## src/rtl/div_cell.sv

```systemverilog
// One restoring-divide stage: retires one quotient bit (MSB first) and
// registers the shifted dividend, divisor, partial quotient/remainder and
// zero flag for the next stage.
module div_cell #(
    parameter int N = 8,
    parameter int M = 4
) (
    input  logic         clk,
    input  logic         rst,
    input  logic         prev_vld,
    input  logic [N-1:0] prev_dvd,
    input  logic [M-1:0] prev_dvs,
    input  logic [N-1:0] prev_quo,
    input  logic [M-1:0] prev_rem,
    input  logic         prev_zero,
    output logic         vld,
    output logic [N-1:0] dvd,
    output logic [M-1:0] dvs,
    output logic [N-1:0] quo,
    output logic [M-1:0] rem,
    output logic         zero
);

    // The dividend is kept left-aligned: its MSB is always the next bit to
    // bring down, so every stage is identical and needs no index parameter.
    logic [M:0]   trial;
    logic [M:0]   diff;
    logic         q_bit;
    logic [N:0]   quo_ext;
    logic [N-1:0] dvd_nxt;
    logic [M-1:0] rem_nxt;

    // Dropped bits: diff MSB is 0 whenever it is used, quotient MSB falls off.
    logic unused_bits;
    assign unused_bits = diff[M] ^ quo_ext[N];

    // Compare/subtract at M+1 bits and shift the quotient bit in.
    always_comb begin
        trial   = {prev_rem, prev_dvd[N-1]};
        diff    = trial - {1'b0, prev_dvs};
        q_bit   = (trial >= {1'b0, prev_dvs});
        rem_nxt = q_bit ? diff[M-1:0] : trial[M-1:0];
        quo_ext = {prev_quo, q_bit};
        dvd_nxt = prev_dvd << 1;
    end

    // Valid follows the pipe every cycle.
    always_ff @(posedge clk or posedge rst) begin
        if (rst) vld <= 1'b0;
        else     vld <= prev_vld;
    end

    // Payload loads only behind a valid, so bubbles leave it untouched.
    always_ff @(posedge clk or posedge rst) begin
        if (rst) begin
            dvd  <= '0;
            dvs  <= '0;
            quo  <= '0;
            rem  <= '0;
            zero <= 1'b0;
        end else if (prev_vld) begin
            dvd  <= dvd_nxt;
            dvs  <= prev_dvs;
            quo  <= quo_ext[N-1:0];
            rem  <= rem_nxt;
            zero <= prev_zero;
        end
    end

endmodule

```

## src/rtl/pipeline_divide.sv

```systemverilog
// Pipelined restoring unsigned divider: N stages, one quotient bit per
// stage, one operand pair accepted per cycle, no backpressure.
module pipeline_divide #(
    parameter int N = 8,
    parameter int M = 4
) (
    input  logic         clk,
    input  logic         rst,
    input  logic         data_ready,
    input  logic [N-1:0] dividend,
    input  logic [M-1:0] divisor,
    output logic         result_ready,
    output logic [N-1:0] quotient,
    output logic [M-1:0] remainder,
    output logic         div_zero
);

    // Index 0 is the port side, index k+1 is the output of stage k.
    logic [N:0]        vld_pipe;
    logic [N:0][N-1:0] dvd_pipe;
    logic [N:0][M-1:0] dvs_pipe;
    logic [N:0][N-1:0] quo_pipe;
    logic [N:0][M-1:0] rem_pipe;
    logic [N:0]        zero_pipe;

    // Stage 0 starts with an empty quotient and remainder.
    assign vld_pipe[0]  = data_ready;
    assign dvd_pipe[0]  = dividend;
    assign dvs_pipe[0]  = divisor;
    assign quo_pipe[0]  = '0;
    assign rem_pipe[0]  = '0;
    assign zero_pipe[0] = (divisor == '0);

    for (genvar k = 0; k < N; k++) begin : g_stage
        div_cell #(.N(N), .M(M)) u_cell (
            .clk       (clk),
            .rst       (rst),
            .prev_vld  (vld_pipe[k]),
            .prev_dvd  (dvd_pipe[k]),
            .prev_dvs  (dvs_pipe[k]),
            .prev_quo  (quo_pipe[k]),
            .prev_rem  (rem_pipe[k]),
            .prev_zero (zero_pipe[k]),
            .vld       (vld_pipe[k+1]),
            .dvd       (dvd_pipe[k+1]),
            .dvs       (dvs_pipe[k+1]),
            .quo       (quo_pipe[k+1]),
            .rem       (rem_pipe[k+1]),
            .zero      (zero_pipe[k+1])
        );
    end

    // Last stage's dividend/divisor copies have no consumer.
    logic unused_tail;
    assign unused_tail = ^{dvd_pipe[N], dvs_pipe[N]};

    // Outputs come straight from the final stage registers.
    assign result_ready = vld_pipe[N];
    assign quotient     = quo_pipe[N];
    assign remainder    = rem_pipe[N];
    assign div_zero     = zero_pipe[N];

endmodule

```

## config.mk

```make
export PLATFORM = sky130hd
export DESIGN_NAME = pipeline_divide
export DESIGN_NICKNAME = d
export VERILOG_FILES = /design/src/rtl/div_cell.sv /design/src/rtl/pipeline_divide.sv
export SDC_FILE = /design/constraint.sdc
export NUM_CORES = 1
export LEC_CHECK = 0
export ABC_AREA = 1
export BUFFER_PORTS_ARGS = -buffer_cell sky130_fd_sc_hd__buf_2
export CAP_MARGIN = 20
export CORE_MARGIN = 2
export CORE_UTILIZATION = 45
export DETAILED_ROUTE_END_ITERATION = 8
export HOLD_SLACK_MARGIN = 0.12
export PLACE_DENSITY = 0.6
export SLEW_MARGIN = 20
export SYNTH_ARGS = -nofsm -noshare
export SYNTH_HDL_FRONTEND = slang
export SYNTH_HIERARCHICAL = 1
export SYNTH_SLANG_ARGS = --single-unit
```

## constraint.sdc

```tcl
create_clock -name clk -period 1.4 [get_ports clk]
set_clock_uncertainty 0.15 [all_clocks]
set_input_delay 0.28 -clock clk [delete_from_list [all_inputs] [get_ports clk]]
set_output_delay 0.28 -clock clk [all_outputs]
set_load 0.02 [all_outputs]
```

# Yosys cells after proc, flatten, opt, wreduce, memory -nomap -nowiden
# Cells that the tools add are included.
[word_totals]
mem_bits_ro = 0
n_memories = 0
elab_cells = 71
mem_bits_rw = 0
ff_bits = 140
in_bits = 15
latch_bits = 0
[op_classes]
n_eq_ne = 0
shifts = 0
bitwise = 0
muxes = 8
magnitude_cmp = 8
div_mod_pow = 0
add_sub_neg = 8
reduce_logical = 1
multipliers = 0
[op_table]
columns = ["cell", "n"]
rows = [
  ["$ge A5 B4 Y1", 7],
  ["$mux W4", 8],
  ["$sub A4 B4 Y4", 7],
  ["$ge A1 B4 Y1", 1],
  ["$logic_not A4 Y1", 1],
  ["$sub A1 B4 Y4", 1],
]

# Logic depth before layout (Yosys ltp)
# Gate-level depths: netlist of the first run.
[logic_depth]
word_depth = 2
ltp_mapped = 11
depth_no_buf = 11

# Cells and area by module
# Netlist of the first run, hierarchy kept.
[by_module_without_submodules]
columns = ["module", "area_each_um2", "cells_per_inst", "seq_area_each_um2", "instances"]
rows = [
  ["div_cell at g_stage[4].u_cell ...", 1187.4, 139, 625.6, 4],
  ["div_cell at g_stage[0].u_cell ...", 1183.6, 139, 625.6, 4],
  ["pipeline_divide", 30.0, 8, 0.0, 1],
]

# Least setup slack after synthesis of the first run
# No wires, ideal clock.
[synth_path]
path_type = "register -> register"
from = "register g_stage[0].u_cell.dvd[7]"
to = "register g_stage[1].u_cell.rem[2]"
path_stages_with_launch = 8
t_required_ns = 1.133
path_slack_ns = -0.121
path_buffers = 0
arrival_time_ns = 1.254
path_cell_list = "dfrtp_1 > inv_1 > ha_1 > fa_1 > xor2_1 > nand2_1 > nand3_1 > nand2_1"
[synth_between]
elab_chain_len = 2
[synth_rtl]
columns = ["element", "line", "text"]
rows = [
  ["from (decl)", "div_cell.sv:17", "output logic [N-1:0] dvd,"],
  ["from (signal assigned)", "div_cell.sv:62", "dvd <= dvd_nxt;"],
  ["$sub A4 B4 Y4 or $ge A5 B4 Y1 (tied branches)", "div_cell.sv:40, div_cell.sv:41", ""],
  ["$mux W4 (*)", "div_cell.sv:42", "rem_nxt = q_bit ? diff[M-1:0] : trial[M-1:0];"],
  ["to (signal assigned)", "div_cell.sv:65", "rem <= rem_nxt;"],
  ["to (decl)", "div_cell.sv:20", "output logic [M-1:0] rem,"],
]
# Mark *: on every way between the ends. The rest lies on a longest branch, timed or not.
# A chain may end at the register's enable or synchronous reset.

# Final worst setup path of the first run
[layout_path]
from = "register g_stage[1].u_cell.dvs[0]"
to = "register g_stage[2].u_cell.rem[2]"
[layout_between]
elab_chain_len = 2
[layout_rtl]
columns = ["element", "line", "text"]
rows = [
  ["from (decl)", "div_cell.sv:18", "output logic [M-1:0] dvs,"],
  ["from (signal assigned)", "div_cell.sv:63", "dvs <= prev_dvs;"],
  ["$sub A4 B4 Y4 or $ge A5 B4 Y1 (tied branches)", "div_cell.sv:40, div_cell.sv:41", ""],
  ["$mux W4 (*)", "div_cell.sv:42", ""],
  ["to (signal assigned)", "div_cell.sv:65", ""],
  ["to (decl)", "div_cell.sv:20", ""],
]
# Marks and branches as above.

==> results of run 1 <==
-- what timing repair did --
item                                    4_1_cts  5_1_grt
endpoints found under the hold margin       152        3
setup buffers                                16       23
pin swaps                                    45       43
hold buffers                                 15        2
endpoints found under the setup margin       40       54
resized for setup                            82       75
-- power groups by stage --
| stage | Combinational, mW | Clock, mW | Sequential [mW] |
|---|---|---|---|
| 3_3_place_gp | 6.64 | 0 | 5.68 |
| 3_5_place_dp | 6.73 | 0 | 5.69 |
| 2_1_floorplan | 4.77 | 0 | 5.72 |
| 4_1_cts | 7.84 | 4.76 | 5.68 |
| 5_1_grt | 9.76 | 4.95 | 5.82 |
| 6_report | 8.80 | 4.66 | 5.71 |
-- per-stage QoR --
step	setup TNS (ns)	setup slack, ns
after CTS	-4.54	-0.164
after detailed placement	-6.45	-0.241
after floorplan	-1.96	-0.0817
after global placement	-5.74	-0.217
after global routing	-7.77	-0.276
final	-4.59	-0.195
-- worst paths after layout --
path,from,to,slack (ns),cells after the start
setup / recovery,g_stage[1].u_cell/dvs[0],g_stage[2].u_cell/rem[2],-0.20,6
hold / removal,divisor[2],g_stage[0].u_cell/dvs[2],0.13,4
setup reg to reg,g_stage[1].u_cell/dvs[0],g_stage[2].u_cell/rem[2],-0.20,6
hold reg to reg,g_stage[3].u_cell/quo[2],g_stage[3].u_cell/quo[2],0.32,2
max in group asynchronous,rst,g_stage[7].u_cell/rem[0],0.35,3
min in group asynchronous,rst,g_stage[1].u_cell/dvd[6],0.17,3
-- worst max-delay path: stages (launching register included) --
cell and delay (ns):
dfrtp_1 0.40, ha_4 0.17, fa_2 0.35, xor2_2 0.21, nand2_2 0.08, nand3_2 0.06
nand2_1 0.05
-- registers in the layout, summed over array words and instances (netlist names) --
register	count
g_stage.u_cell/vld	8
g_stage.u_cell/rem	32
g_stage.u_cell/zero	8
g_stage.u_cell/dvs	28
g_stage.u_cell/dvd	28
g_stage.u_cell/quo	36
-- final cells by class --
type / count / area (um^2) / area share [%]
Multi-Input combinational cell: 593 / 3870 / 38.6
Inverter: 108 / 415 / 4.14
Clock inverter: 15 / 188 / 1.87
Sequential cell: 140 / 3510 / 35.0
Timing Repair Buffer: 172 / 1360 / 13.5
Tap cell: 216 / 270 / 2.69
Clock buffer: 17 / 425 / 4.24
-- metal layers --
layer | wire length (um) | vias to the layer above
met2 | 8250 | 56
met5 | 0 | -
li1 | - | 2992
met4 | 215 | 0
met1 | 6530 | 2731
met3 | 311 | 21
==> results.yml, run 1 <==
floorplan:
  die_area_mm2: 0.0172
  die_w_um: 131
  start_util_pct: 45.8
  die_h_um: 131
  core_mm2: 0.0158
  boundaryPins: 29
  num_rows: 46
cts:
  cts_sinks: 140
  clk_path_buf_depth: 2
  clkLatencyLatePin_ns: 0.43
  cts_tree: "done"
  path_clk_slew_ns: 0.06
  cts_max_level: 4
  tritoncts.num_buffers: 17
  cts_root_buffer: "clkbuf_16"
final_layout:
  fillCellCount: 1337
  n_antenna_cell: 0
  final_cell_mix: "nand2_1, dfrtp_1, buf_4, inv_1, nand2_2"
  fin_cells: 1261
  final_common_cell: "nand2_1"
  layout-drive-gt1-share_pct: 37.3
  area_growth_syn_to_layout_pct: 38.3
  fin_nets: 1087
  finish.utilization_pct: 63.4
  stdcell_area_mm2: 0.0100
drt:
  first_pass_iters: 4
  drtAntennaViolNets: 0
  drc_errors: 0
  vias: 5800
  dr.first_iter.drc_count: 218
  viasPerCell: 4.60
  routedWlPerCell_um: 12.1
  routed_wl_mm: 15.3
timing:
  final_hold_viol_count: 0
  setup_viol: 35
  slew_viol_final: 0
  hold_slack_ns: 0.135
  period_share_pct: 114
  fmax_mhz: 627
  tightest_slew_ns: 0.561
  rsz0062_at_grt: "yes"
  fin_ws_ns: -0.195
  period_needed_ns: 1.60
  slew_headroom_pct: 62.6
grt:
  grt_pass1_vias: 5836
  grt_most_used_layer: "met2"
  grt_pass1_wl_mm: 26.1
  overflow: 0
  grt.met2_usage_pct: 34.7
  use_met3_pct: 3.95
  grt.total_usage_pct: 19.2
  antenna_found_initial: 0
  grt_max_degree: 20
  use_met1_pct: 22.9
pwr:
  total_power_mw: 19.2
  intPower_mw: 12.0
  powerDensity_mw_per_mm2: 1910
  sequentialPowerShare_pct: 29.8
  combPwrFrac_pct: 45.9
  power_leakage_nw: 5.25
  p_switching_mw: 7.15
  irDropWorstVdd_mv: 0.993
  clockPowerShare_pct: 24.3
  switching_share_pct: 37.3
synthesis:
  synthCells: 867
  yosysWarnings: 6
  avgSynthCellArea_um2: 8.37
  syn-cell-area_mm2: 0.00725
job:
  maxCapViolCount: 0
placed_design:
  placed_cells: 1175
  port_buffers: 28
  dp.final_hpwl_mm: 10.6
  gp_congestion: 0.831
  placed_area_mm2: 0.00834
critical_path:
  cp_max_fo: 2
  criticalPathCategory: "flop to flop"
  cp-end-kind: "flop"
  start_kind: "flop"
  worstPathArrival_ns: 1.76
  cp.required_ns: 1.56
hold_path:
  hold_path.class: "input port to flop"
outcome:
  violations: "setup timing"
  outcome: "finished, violations left"
No activity file was read; power rests on OpenSTA's default activity.
==> run 2, diff against run 1 <==
CORE_ASPECT_RATIO = 1.1   (was not set)
==> results.yml, run 2 (synthesis gave the netlist of run 1 again) <==
critical_path:
  cp_max_fo: 6
  cp-end-kind: "flop"
  worstPathArrival_ns: 1.73
  criticalPathCategory: "flop to flop"
  start_kind: "flop"
  cp.required_ns: 1.56
floorplan:
  start_util_pct: 46.1
  die_area_mm2: 0.0172
  num_rows: 48
  boundaryPins: 29
  die_h_um: 137
  die_w_um: 125
  core_mm2: 0.0157
outcome:
  outcome: "finished, violations left"
  violations: "setup timing"
grt:
  overflow: 0
  grt_pass1_wl_mm: 25.5
  antenna_found_initial: 0
  grt_pass1_vias: 5722
  grt.total_usage_pct: 18.3
  grt_max_degree: 20
timing:
  period_share_pct: 112
  period_needed_ns: 1.57
  slew_viol_final: 0
  rsz0062_at_grt: "yes"
  tightest_slew_ns: 0.524
  slew_headroom_pct: 65.0
  fin_ws_ns: -0.166
  setup_viol: 35
  fmax_mhz: 638
  final_hold_viol_count: 0
final_layout:
  finish.utilization_pct: 62.8
  largest_register: "g_stage.u_cell/quo"
  area_growth_syn_to_layout_pct: 36.2
  layout-drive-gt1-share_pct: 35.8
  fin_cells: 1238
  largest_reg_flops: 36
  n_antenna_cell: 0
  final_cell_mix: "nand2_1, dfrtp_1, buf_4, inv_1, nand2_2"
  top_regs: "g_stage.u_cell/quo (36), g_stage.u_cell/rem (32)"
  fin_nets: 1081
  final_common_cell: "nand2_1"
pwr:
  switching_share_pct: 36.9
  combPwrFrac_pct: 45.9
  p_switching_mw: 6.86
  sequentialPowerShare_pct: 30.6
  irDropWorstVdd_mv: 1.01
  clockPowerShare_pct: 23.4
  power_leakage_nw: 5.19
  powerDensity_mw_per_mm2: 1880
  intPower_mw: 11.7
drt:
  dr.first_iter.drc_count: 217
  drtAntennaViolNets: 0
  first_pass_iters: 4
  vias: 5740
  drc_errors: 0
  routedWlPerCell_um: 12.0
  viasPerCell: 4.64
  routed_wl_mm: 14.9
hold_path:
  hold_path.class: "input port to flop"
cts:
  clkLatencyLatePin_ns: 0.42
  tritoncts.num_buffers: 17
  cts_max_level: 4
  cts_sinks: 140
  cts_root_buffer: "clkbuf_16"
  cts_tree: "done"
  path_clk_slew_ns: 0.06
  clk_path_buf_depth: 2
placed_design:
  placed_cells: 1158
  gp_congestion: 0.809
  dp.final_hpwl_mm: 10.6
  port_buffers: 28
job:
  maxCapViolCount: 0
-- run 2: cell types whose count changed in the layout (fill, tap and decap cells not counted), sizes merged --
cell         change
buf              -4
bufinv           -1
clkbuf           +2
clkinv           +3
clkinvlp         +1
dlygate4sd3      -2
inv              -6
-- run 2: power groups by stage --
stage | Sequential (mW) | Clock, mW | Combinational, mW
after CTS | 5.68 | 4.44 | 7.73
after global routing | 5.81 | 4.61 | 9.47
after detailed placement | 5.70 | 0 | 6.68
final | 5.70 | 4.35 | 8.55
after floorplan | 5.72 | 0 | 4.77
after global placement | 5.67 | 0 | 6.59
-- run 2: what timing repair did --
action | CTS | global route
endpoints found under the setup margin | 44 | 52
hold buffers | 13 | 1
hold endpoints to repair | 156 | 2
setup buffers | 24 | 12
pin swaps | 37 | 51
resized for setup | 79 | 64
-- run 2: metal layers --
layer  wire [um]  vias up  track usage [%]
met2        8240       37             34.9
li1            -     2974                -
met5           0        -                0
met4         194        0             6.48
met1        6230     2713             20.5
met3         242       16             3.28
-- run 2: critical path: stages, from the launching register on --
cell,delay [ns]
dfrtp_1,0.40
inv_2,0.09
ha_4,0.22
a21oi_4,0.18
nand2_2,0.08
nand2_4,0.11
nand3_1,0.09
nand3_1,0.09
nand2_1,0.05
-- run 2: cell type report --
class                           instances  area (um^2)
Clock inverter                         12          123
Tap cell                              200          250
Inverter                              108          414
Clock buffer                           19          453
Fill cell                            1330         5860
Sequential cell                       140         3500
Timing Repair Buffer                  166         1320
Multi-Input combinational cell        593         3810
-- run 2: through the flow --
step                setup WS, ns  setup TNS, ns  power, mW  hold slack (ns)  cell area, um^2
global route              -0.248          -7.37       19.9            0.152             9880
CTS                       -0.157          -4.48       17.9            0.121             9510
detailed placement        -0.232          -6.15       12.4            0.240             8310
global placement          -0.214          -5.71       12.3            0.225             8310
finish                    -0.166          -4.34       18.6            0.140             9880
floorplan                -0.0817          -1.96       10.5           0.0192             7460
-- run 2: path summary, 6_finish.rpt --
kind	from	endpoint	slack (ns)	depth (start not counted)
max	g_stage[3].u_cell/dvs[2]	g_stage[4].u_cell/rem[0]	-0.17	8
min	divisor[0]	g_stage[0].u_cell/rem[0]	0.14	5
max reg2reg	g_stage[3].u_cell/dvs[2]	g_stage[4].u_cell/rem[0]	-0.17	8
min reg2reg	g_stage[2].u_cell/dvd[4]	g_stage[2].u_cell/dvd[4]	0.32	2
max in group asynchronous	rst	g_stage[7].u_cell/quo[3]	0.39	3
min in group asynchronous	rst	g_stage[5].u_cell/quo[2]	0.33	4
==> run 3, diff against run 2 <==
CORE_MARGIN = 8   (was 2)
==> results.yml, run 3 (synthesis gave the netlist of run 1 again) <==
timing:
  slew_headroom_pct: 64.5
  fin_ws_ns: -0.209
  period_share_pct: 115
  period_needed_ns: 1.61
  tightest_slew_ns: 0.532
  setup_viol: 38
  slew_viol_final: 0
  hold_slack_ns: 0.151
  final_hold_viol_count: 0
  rsz0062_at_grt: "yes"
  fmax_mhz: 621
job:
  maxCapViolCount: 0
drt:
  drtAntennaViolNets: 0
  first_pass_iters: 4
  routedWlPerCell_um: 12.5
  drc_errors: 0
  vias: 5830
  routed_wl_mm: 15.6
  viasPerCell: 4.67
  dr.first_iter.drc_count: 298
grt:
  antenna_found_initial: 0
  grt_max_degree: 20
  overflow: 0
  grt.total_usage_pct: 16.1
  grt_pass1_wl_mm: 26.5
  grt_pass1_vias: 5749
  grt_most_used_layer: "met2"
  grt.met2_usage_pct: 29.0
  use_met1_pct: 18.2
  use_met3_pct: 3.40
floorplan:
  boundaryPins: 29
  die_h_um: 149
  die_area_mm2: 0.0204
  start_util_pct: 46.1
  num_rows: 48
  core_mm2: 0.0157
  die_w_um: 137
pwr:
  sequentialPowerShare_pct: 30.0
  clockPowerShare_pct: 23.5
  irDropWorstVdd_mv: 0.970
  power_leakage_nw: 5.28
  combPwrFrac_pct: 46.5
  p_switching_mw: 7.12
  switching_share_pct: 37.4
  powerDensity_mw_per_mm2: 1890
  intPower_mw: 11.9
cts:
  cts_tree: "done"
  clkLatencyLatePin_ns: 0.41
  clk_path_buf_depth: 2
  cts_max_level: 4
  cts_root_buffer: "clkbuf_16"
  path_clk_slew_ns: 0.06
  tritoncts.num_buffers: 17
  cts_sinks: 140
final_layout:
  final_cell_mix: "nand2_1, dfrtp_1, buf_4, inv_1, nand2_2"
  top_regs: "g_stage.u_cell/quo (36), g_stage.u_cell/rem (32)"
  largest_register: "g_stage.u_cell/quo"
  fin_nets: 1091
  multi_input_area_mm2: 0.00389
  largest_reg_flops: 36
  layout-drive-gt1-share_pct: 37.6
  seq_area_mm2: 0.00350
  fillCellCount: 1343
  final_common_cell: "nand2_1"
  area_growth_syn_to_layout_pct: 38.9
  n_antenna_cell: 0
  stdcell_area_mm2: 0.0101
critical_path:
  cp.required_ns: 1.55
  start_kind: "flop"
  reg2reg_to: "g_stage[4].u_cell/rem[2]"
  crit_path_end: "g_stage[4].u_cell/rem[2]"
  worstPathArrival_ns: 1.76
  reg2reg_depth: 8
  reg2reg_slack_ns: -0.21
  r2r-start: "g_stage[3].u_cell/dvs[2]"
  cp_max_fo: 6
  cp-end-kind: "flop"
  criticalPathCategory: "flop to flop"
  cp-startpoint: "g_stage[3].u_cell/dvs[2]"
placed_design:
  gp_congestion: 0.816
  dp.final_hpwl_mm: 10.8
  placed_area_mm2: 0.00835
  port_buffers: 28
outcome:
  outcome: "finished, violations left"
  violations: "setup timing"
hold_path:
  min_path_cells: 5
  hold_path.class: "input port to flop"
==> run 3: changes by cell type in the layout (fill, tap and decap cells not counted), moves of 2 or more <==
cell / delta
buf_4: +2
buf_6: +5
clkinv_2: -3
dlygate4sd3_1: +2
inv_6: +4
nand2_1: -3
nand2_2: +2
nand3_1: -11
nand3_2: +11
==> run 3: layout make-up <==
| cell class | instances | area share, % |
|---|---|---|
| Inverter | 108 | 4.11 |
| Timing Repair Buffer | 176 | 14.1 |
| Clock buffer | 20 | 4.53 |
| Clock inverter | 12 | 1.33 |
| Tap cell | 200 | 2.48 |
| Sequential cell | 140 | 34.8 |
| Multi-Input combinational cell | 593 | 38.6 |
==> run 3: stage by stage <==
stage / setup WS, ns / TNS (ns) / total power [mW] / instances / util (%)
finish: -0.209 / -4.61 / 19.0 / 1249 / 64.0
global route: -0.275 / -8.03 / 20.4 / 1249 / 64.0
CTS: -0.172 / -5.00 / 18.0 / 1234 / 61.1
detailed placement: -0.209 / -6.19 / 12.4 / 1163 / 53.1
global placement: -0.201 / -5.50 / 12.3 / 1163 / 53.1
floorplan: -0.0817 / -1.96 / 10.5 / 873 / -
==> run 3: timing repair <==
item / in CTS / in global routing
setup buffers: 22 / 16
gates resized for setup: 91 / 77
setup endpoints to repair: 47 / 57
endpoints found under the hold margin: 156 / 4
hold buffers: 17 / 2
pin swaps: 31 / 40
==> run 3: metal layers <==
metal,wire (um),up-vias
met4,209,0
met1,6430,2786
li1,-,2993
met3,249,14
met5,0,-
met2,8670,37
==> run 3: worst min path at each step <==
| stage | startpoint | end | slack, ns |
|---|---|---|---|
| after floorplan | rst | g_stage[7].u_cell/quo[0] | 0.02 |
| after global placement | rst | g_stage[3].u_cell/zero | 0.23 |
| after detailed placement | rst | g_stage[6].u_cell/quo[2] | 0.24 |
| after CTS | data_ready | g_stage[0].u_cell/quo[0] | 0.13 |
| after global routing | divisor[2] | g_stage[0].u_cell/dvs[2] | 0.15 |
| final | divisor[0] | g_stage[0].u_cell/rem[0] | 0.15 |
==> run 3: power groups by stage <==
stage                     sequential [mW]  combinational (mW)  clock [mW]
after floorplan                      5.72                4.77           0
after global placement               5.67                6.65           0
after detailed placement             5.69                6.74           0
after CTS                            5.69                7.74        4.58
after global routing                 5.81                9.81        4.77
final                                5.71                8.86        4.48
==> run 3: worst max-delay path, cell delays in order (launching register included) <==
cell     delay, ns
dfrtp_1       0.39
inv_2         0.09
ha_4          0.22
a21oi_4       0.15
nand2_2       0.09
nand2_4       0.11
nand3_1       0.12
nand3_2       0.10
nand2_1       0.06
